===== src/rtl/uart_tx_arbiter.sv =====
// Message-atomic round-robin arbiter sharing one UART TX byte stream between NUM_REQ requesters.
// Optional UART_ARB_TAG_EN: prefix each new grantee's message with a "<id>:" header.
module uart_tx_arbiter #(
  parameter int          NUM_REQ      = 4,
  parameter int          MAX_HOLD     = 256,
  parameter int          IDLE_TIMEOUT = 64,
  parameter logic [7:0]  EOM_CHAR     = 8'h0A,
  localparam int         IDW          = $clog2(NUM_REQ)
) (
  input  logic                 clk_i,
  input  logic                 rst_i,
  input  logic [NUM_REQ-1:0]   req_valid_i,
  input  logic [8*NUM_REQ-1:0] req_data_i,
  output logic [NUM_REQ-1:0]   req_ready_o,
  output logic                 tx_valid_o,
  output logic [7:0]           tx_data_o,
  input  logic                 tx_ready_i,
  output logic [NUM_REQ-1:0]   grant_o,
  output logic [IDW-1:0]       grant_id_o,
  output logic                 busy_o
);

  typedef enum logic [1:0] {
    IDLE,
    LOCKED
`ifdef UART_ARB_TAG_EN
    , TAG0,
    TAG1
`endif
  } state_t;

  state_t         state;
  logic [IDW-1:0] ptr;
  logic [15:0]    byte_cnt;
  logic [15:0]    idle_cnt;
`ifdef UART_ARB_TAG_EN
  logic           have_prev;
`endif

  logic           any_req;
  logic [IDW-1:0] next_id;
  logic [IDW-1:0] cand;
  logic           sel_valid;
  logic [7:0]     sel_data;
  logic           hs;
  logic [15:0]    byte_cnt_inc;
  logic           release_grant;

  function automatic logic [15:0] sat_inc(input logic [15:0] v);
    return (v == 16'hFFFF) ? v : v + 16'd1;
  endfunction

  // Round-robin search starting just after the last released grantee
  always_comb begin
    any_req = 1'b0;
    next_id = '0;
    cand    = '0;
    for (int i = 1; i <= NUM_REQ; i++) begin
      cand = IDW'((int'(ptr) + i) % NUM_REQ);
      if (!any_req && req_valid_i[cand]) begin
        any_req = 1'b1;
        next_id = cand;
      end
    end
  end

  assign sel_valid = req_valid_i[grant_id_o];
  assign sel_data  = req_data_i[{grant_id_o, 3'b000} +: 8];

  always_comb begin
    tx_valid_o  = 1'b0;
    tx_data_o   = 8'h00;
    req_ready_o = '0;
    case (state)
      LOCKED: begin
        tx_valid_o              = sel_valid;
        tx_data_o               = sel_data;
        req_ready_o[grant_id_o] = tx_ready_i;
      end
`ifdef UART_ARB_TAG_EN
      TAG0: begin
        tx_valid_o = 1'b1;
        tx_data_o  = 8'h30 + 8'(grant_id_o);
      end
      TAG1: begin
        tx_valid_o = 1'b1;
        tx_data_o  = 8'h3A;
      end
`endif
      default: ;
    endcase
  end

  assign hs           = (state == LOCKED) && sel_valid && tx_ready_i;
  assign byte_cnt_inc = sat_inc(byte_cnt);
  assign release_grant = (state == LOCKED) &&
                         ((hs && (sel_data == EOM_CHAR)) ||
                          (hs && (byte_cnt_inc == 16'(MAX_HOLD))) ||
                          (!sel_valid && (sat_inc(idle_cnt) == 16'(IDLE_TIMEOUT))));

  assign busy_o = (state != IDLE);

  always_ff @(posedge clk_i or posedge rst_i) begin
    if (rst_i) begin
      state      <= IDLE;
      grant_o    <= '0;
      grant_id_o <= '0;
      ptr        <= IDW'(NUM_REQ - 1);
      byte_cnt   <= '0;
      idle_cnt   <= '0;
`ifdef UART_ARB_TAG_EN
      have_prev  <= 1'b0;
`endif
    end else begin
      case (state)
        IDLE: begin
          if (any_req) begin
            grant_o    <= NUM_REQ'(1) << next_id;
            grant_id_o <= next_id;
            byte_cnt   <= '0;
            idle_cnt   <= '0;
`ifdef UART_ARB_TAG_EN
            have_prev  <= 1'b1;
            state      <= (!have_prev || (next_id != grant_id_o)) ? TAG0 : LOCKED;
`else
            state      <= LOCKED;
`endif
          end
        end
`ifdef UART_ARB_TAG_EN
        TAG0: if (tx_ready_i) state <= TAG1;
        TAG1: if (tx_ready_i) state <= LOCKED;
`endif
        LOCKED: begin
          if (release_grant) begin
            state    <= IDLE;
            grant_o  <= '0;
            ptr      <= grant_id_o;
            byte_cnt <= '0;
            idle_cnt <= '0;
          end else begin
            if (hs) byte_cnt <= byte_cnt_inc;
            idle_cnt <= sel_valid ? 16'd0 : sat_inc(idle_cnt);
          end
        end
        default: state <= IDLE;
      endcase
    end
  end

endmodule


===== config.mk =====
export PLATFORM = sky130hd
export DESIGN_NAME = uart_tx_arbiter
export DESIGN_NICKNAME = d
export VERILOG_FILES = /design/src/rtl/uart_tx_arbiter.sv
export SDC_FILE = /design/constraint.sdc
export NUM_CORES = 1
export LEC_CHECK = 0
export BUFFER_PORTS_ARGS = -buffer_cell sky130_fd_sc_hd__buf_2
export CAP_MARGIN = 20
export CORE_UTILIZATION = 60
export DETAILED_ROUTE_END_ITERATION = 10
export PLACE_DENSITY = 0.85
export SYNTH_ARGS = -nofsm -noshare
export SYNTH_HDL_FRONTEND = slang
export SYNTH_SLANG_ARGS = --single-unit
export TNS_END_PERCENT = 1

===== constraint.sdc =====
create_clock -name clk_i -period 4.6 [get_ports clk_i]
set_input_delay 0.46 -clock clk_i [delete_from_list [all_inputs] [get_ports clk_i]]
set_output_delay 0.46 -clock clk_i [all_outputs]
set_load 0.01 [all_outputs]

==> results.py, run 1 <==
metrics = {
    "cts": {
        "cts.sinks": 41,
        "tritoncts": "yes",
        "root_buffer": "clkbuf_8",
        "h-tree-depth": 2,
        "cts_resized": 0,
        "ctsHoldBuffers": 0,
        "clk_pin_slew_worst_paths_ns": 0.08,
        "cts_buffers": 5,
        "worstSkewPairLatency_ns": 0.30,
        "cts_setup_buffers": 0,
        "clockBufferDepth": 2,
    },
    "pwr": {
        "power_uw": 1490,
        "cellPowerDensity_nw_per_um2": 416,
        "leakage_uw": 0.00151,
        "ir_drop_v": 0.000320,
    },
    "timing": {
        "timing.slew.headroom": 0.369,
        "fmax_ghz": 0.319,
        "rsz0062_at_grt": "false",
        "final.min_clock_period_ns": 3.13,
        "hold_ws_ns": 0.264,
        "tightestPinTransition_ns": 0.943,
        "tns_ns": 0,
        "finalMaxSlewViolations": 0,
        "fin_skew_ns": 0.00623,
        "timing_hold_violations_final": 0,
        "post-route-period-util": 0.681,
        "setup_viol": 0,
    },
    "worst_setup_path": {
        "cp.depth": 7,
        "r2r_cells": 7,
        "cp_max_fo": 14,
        "path_cells": "mux4_2 > a2111oi_4 > nand4_1 > nand4bb_1 > nor4b_2 > or3_1 > o22ai_1",
        "path_delay_family": "simple AND/OR/NAND/NOR gates",
        "slowest_delay_ns": 0.76,
        "crit_type": "register to register",
        "crit_buf_inv": 0,
        "crit_slowest_cell": "dfrtp_1",
        "worstPathRequired_ns": 4.74,
        "endpoint_kind": "register",
        "worstPathArrival_ns": 3.28,
        "startpoint_type": "register",
    },
    "global_routing": {
        "grt_antenna_before_repair": 0,
        "grt_pass1_wl_um": 13700,
        "grt_use_total": 0.317,
        "grt.met1_usage": 0.389,
        "busiest_layer": "met2",
        "grt_use_met3": 0.0542,
        "grt_remaining_overflow": 0,
        "grt_pass1_vias": 3011,
        "gr-usage-met2": 0.548,
        "grt_max_degree": 42,
    },
    "finish": {
        "diodes": 0,
        "fin_nets": 462,
        "design_area_um2": 3580,
        "layout_commonest_cell": "buf_2",
        "multiInputGateArea_um2": 2050,
        "layout_common_cells": "buf_2, dfrtp_1, nor2_1",
        "seqCellArea_um2": 1030,
        "fillers": 429,
        "drive_gt1_frac": 0.225,
        "syn_to_final_growth_pct": 10.9,
        "finish.utilization": 0.697,
    },
    "yosys": {
        "synth.area.top_cells": "dfrtp_1, mux4_2, nor2_1, a21oi_1, nand2_1",
        "yosys_warnings": 0,
        "synth_xor_area_frac": 0.0217,
        "synth_compound_area_frac": 0.217,
        "async_reset_ff_frac": 1.00,
        "synth_nets": 419,
        "synth-edff-count": 0,
        "netlist.top_cell.by_area": "dfrtp_1",
        "syn_area_um2": 3230,
        "synth.top_cell.area_share": 0.302,
        "ys_types": 66,
        "ys_ff_latch": 41,
        "syn_avg_cell_area_um2": 8.55,
        "synth_top_family_by_area": "simple AND/OR/NAND/NOR gates",
        "synthSimpleGateAreaFrac": 0.309,
        "synth_fa_ha_area_frac": 0.00774,
        "synth_seq_area_share": 0.318,
        "muxShareOfSynthArea": 0.0782,
        "synth-main-ff-cell": "dfrtp_1",
        "synthCells": 378,
    },
    "routing": {
        "drt-pass1-iter-count": 5,
        "wl_per_cell_um": 17.1,
        "drc": 0,
        "viasPerCell": 6.57,
        "via_count": 3234,
        "drtIter0Drc": 238,
        "ant_nets": 0,
        "routed_wl_um": 8440,
    },
    "die": {
        "die_area_um2": 5680,
        "num_rows": 26,
        "core-area_um2": 5140,
        "ios": 59,
        "die_h_um": 75.4,
        "start_util": 0.629,
        "die_w_um": 75.4,
    },
    "worst_hold_path": {
        "hold_path_class": "input port to asynchronous set/reset pin",
    },
    "placed_design": {
        "hpwl_um": 6220,
        "finalWeightedCongestion": 0.960,
        "place_area_um2": 3500,
        "port_buffers": 58,
    },
    "flow_run": {
        "maxCapViolCount": 0,
    },
    "outcome": {
        "outcome": "finished clean",
    },
}
==> per-layer routing <==
layer / share of wire / vias up
met5: 0 / -
met4: 0.027 / 0
met3: 0.051 / 27
met2: 0.51 / 125
met1: 0.41 / 1564
li1: - / 1518
==> power breakdown <==
| group | internal, uW | total (uW) | switching (uW) |
|---|---|---|---|
| Combinational | 316 | 707 | 391 |
| Clock | 108 | 229 | 121 |
| Sequential | 426 | 555 | 129 |
==> per-stage QoR <==
stage | cells | setup slack, ns
final | 492 | 1.47
after floorplan | 378 | 2.08
after global routing | 492 | 1.23
after global placement | 484 | 1.62
after detailed placement | 484 | 1.48
after CTS | 492 | 1.45
==> cell families after synthesis <==
logic type | after synthesis
compound gates | 97
xor+xnor | 8
fa+ha+maj | 2
buf+inv | 35
flops | 41
mux | 14
simple gates | 181
==> cell usage after synthesis (5+ instances only) <==
cell type	n
o211ai_1	6
and2_1	11
a21oi_1	25
clkbuf_1	5
mux2i_1	5
nand4_1	14
and3_1	12
nor4_1	5
nor3_1	15
o21ai_0	19
inv_1	12
dfrtp_1	39
o31ai_1	5
mux4_2	9
and4_1	6
nand2_1	32
buf_2	14
nor2_1	34
nand3_1	20
==> path summary, 6_finish.rpt <==
check | slack (ns) | endpoint | from
setup / recovery | 1.47 | byte_cnt[7] | grant_id_o[0]
hold / removal | 0.26 | byte_cnt[13] | rst_i
setup reg to reg | 1.47 | byte_cnt[7] | grant_id_o[0]
hold reg to reg | 0.51 | grant_o[0] | grant_o[0]
max in group asynchronous | 3.95 | ptr[1] | rst_i
min in group clk_i | 0.51 | grant_o[0] | grant_o[0]
==> registers in the layout, indices dropped and copies added (netlist names) <==
signal / count
byte_cnt: 16
grant_id_o: 2
state: 1
ptr: 2
idle_cnt: 16
grant_o: 4
==> layout make-up <==
class                   instances  share of cell area
inverters                      12              0.0126
well taps                      70              0.0244
flip-flops and latches         41               0.287
multi-input cells             302               0.571
repair buffers                 59              0.0831
clock buffers                   8              0.0223
==> worst reg2reg max path, delay by kind of cell, from the launching register on <==
family	cells	cell delay, ns
AND/OR/NAND/NOR	4	1.11
flip-flops	1	0.76
multiplexers	1	0.68
AO/OA/AOI/OAI	2	0.43
No activity file was read; power rests on OpenSTA's default activity.
==> inputs of run 2 (changes only) <==
--- a/config.mk
+++ b/config.mk
@@ -7,9 +7,9 @@
 export LEC_CHECK = 0
 export BUFFER_PORTS_ARGS = -buffer_cell sky130_fd_sc_hd__buf_2
 export CAP_MARGIN = 20
-export CORE_UTILIZATION = 60
+export CORE_UTILIZATION = 57
 export DETAILED_ROUTE_END_ITERATION = 10
-export PLACE_DENSITY = 0.85
+export PLACE_DENSITY = 0.81
 export SYNTH_ARGS = -nofsm -noshare
 export SYNTH_HDL_FRONTEND = slang
 export SYNTH_SLANG_ARGS = --single-unit
==> constraint.sdc (replaced) <==
create_clock -name clk_i -period 2.9 [get_ports clk_i]
set_input_delay 0.29 -clock clk_i [delete_from_list [all_inputs] [get_ports clk_i]]
set_output_delay 0.29 -clock clk_i [all_outputs]
set_load 0.01 [all_outputs]
==> run 2 against run 1 <==
- die area rose by 5.1%
- via count grew 4.0%
- cell area grew 8.0%
- fmax up 10%
- register-to-register slack lost 1.4 ns
- non-clock buffer count up 23
- flip-flop and latch count is the same
- power grew 81%
- first-iteration DRC count rose by 11%
- sequential share of layout area fell by 2.1 points
- critical endpoint is now idle_cnt[6]
- largest cell class unchanged
==> results.py, run 2 (synthesis gave the netlist of run 1 again) <==
metrics = {
    "pwr": {
        "leakage_uw": 0.00165,
        "cellPowerDensity_nw_per_um2": 697,
        "pwr-share-comb": 0.494,
        "seqPwrFrac": 0.301,
        "switching_share": 0.401,
        "power_uw": 2700,
        "ir_drop_v": 0.000611,
        "p_int_uw": 1620,
        "power_frac_clock": 0.205,
        "switchingPower_uw": 1080,
    },
    "cts": {
        "ctsHoldBuffers": 0,
        "worstSkewPairLatency_ns": 0.30,
        "root_buffer": "clkbuf_8",
        "h-tree-depth": 2,
        "cts.sinks": 41,
        "clockBufferDepth": 2,
        "cts_buffers": 5,
        "clk_pin_slew_worst_paths_ns": 0.08,
        "tritoncts": "yes",
    },
    "finish": {
        "fin_nets": 485,
        "drive_gt1_frac": 0.292,
        "syn_to_final_growth_pct": 19.8,
        "layout_common_cells": "buf_2, dfrtp_1, nor2_1",
        "layout.cells.non_filler": 517,
        "diodes": 0,
        "largest_registers": "byte_cnt: 16 flops, idle_cnt: 16 flops, grant_o: 4 flops",
        "layout_commonest_cell": "buf_2",
        "design_area_um2": 3870,
    },
    "placed_design": {
        "finalWeightedCongestion": 0.978,
        "hpwl_um": 6450,
        "port_buffers": 58,
        "place_area_um2": 3660,
        "dpl.cell_count": 507,
    },
    "die": {
        "die_area_um2": 5980,
        "die_w_um": 77.3,
        "ios": 59,
        "die_h_um": 77.3,
        "num_rows": 27,
        "start_util": 0.591,
        "core-area_um2": 5470,
    },
    "worst_setup_path": {
        "slowest_delay_ns": 0.47,
        "crit_slowest_cell": "dfrtp_1",
        "worstPathArrival_ns": 3.07,
        "worstPathRequired_ns": 3.12,
        "cp_max_fo": 17,
        "endpoint_kind": "register",
        "path_cells": "ha_2 > and4_1 > nand4_2 > o21a_1 > o221ai_2 > nor3b_2 > a21o_2 > buf_12 > or3_1 > o211ai_1",
        "startpoint_type": "register",
        "crit_type": "register to register",
    },
    "timing": {
        "finalMaxSlewViolations": 0,
        "rsz0062_at_grt": "true",
        "fin_skew_ns": 0.00536,
        "tns_ns": 0,
        "setup_viol": 0,
        "timing_hold_violations_final": 0,
        "fmax_ghz": 0.351,
        "tightestPinTransition_ns": 0.916,
        "post-route-period-util": 0.981,
        "timing.slew.headroom": 0.387,
        "final.min_clock_period_ns": 2.85,
    },
    "global_routing": {
        "grt_remaining_overflow": 0,
        "grt_pass1_wl_um": 15200,
        "grt_max_degree": 42,
        "grt_pass1_vias": 3105,
        "grt_antenna_before_repair": 0,
        "grt_use_total": 0.318,
    },
    "routing": {
        "drtIter0Drc": 265,
        "drc": 0,
        "viasPerCell": 6.51,
        "via_count": 3364,
        "routed_wl_um": 9050,
        "wl_per_cell_um": 17.5,
        "drt-pass1-iter-count": 4,
        "ant_nets": 0,
    },
    "outcome": {
        "outcome": "finished clean",
    },
    "worst_hold_path": {
        "hold_path_class": "input port to asynchronous set/reset pin",
    },
    "flow_run": {
        "maxCapViolCount": 0,
    },
}
## run 2: per-layer routing
metal | global-route usage | vias up | share of wire
li1 | - | 1566 | -
met2 | 0.493 | 125 | 0.49
met4 | 0.119 | 0 | 0.025
met3 | 0.0500 | 25 | 0.056
met5 | 0 | - | 0
met1 | 0.445 | 1648 | 0.42
## run 2: worst max-delay path: cells and delay by family, from the launching register on
kind,cells,cell delay (ns)
and+or+nand+nor,4,1.01
AOI/OAI and AO/OA,4,0.85
DFF,1,0.47
adders and majority gates,1,0.28
buffers and inverters,1,0.15
## run 2: cell type report
cell class	instances	area, um2
multi-input combinational	302	2090
fill	415	1600
sequential	41	1030
timing repair buffer	82	483
tap	72	90.1
clock buffer	5	68.8
clock inverter	3	65.1
inverter	12	45.0
## run 2: worst paths after layout
path / startpoint / to / slack, ns / cells past startpoint
min: rst_i / byte_cnt[14] / 0.09 / 3
max reg2reg: idle_cnt[0] / idle_cnt[6] / 0.05 / 10
max in group asynchronous: rst_i / idle_cnt[3] / 2.42 / 3
min in group clk_i: grant_o[3] / grant_o[3] / 0.49 / 1
min reg2reg: grant_o[3] / grant_o[3] / 0.49 / 1
max: idle_cnt[0] / idle_cnt[6] / 0.05 / 10
## run 2: power groups by stage
stage                     clock network, uW  logic, uW  registers [uW]
after floorplan                           0        880             799
after global placement                    0       1230             803
after detailed placement                  0       1260             811
after CTS                               555       1310             804
after global routing                    581       1450             828
final                                   554       1330             811
## run 2: repair_timing
action	CTS	global route
pin swaps	0	0
hold endpoints to repair	0	0
resized for setup	0	10
endpoints found under the setup margin	2	38
buffers inserted	1	1
## run 2: metrics by stage
step	setup slack (ns)	util	hold WS, ns
after floorplan	0.377	-	0.465
after global placement	0.0593	0.670	0.437
after detailed placement	0.0249	0.670	0.442
after CTS	0.00706	0.698	0.120
after global routing	-0.0756	0.708	0.151
final	0.0545	0.708	0.0934
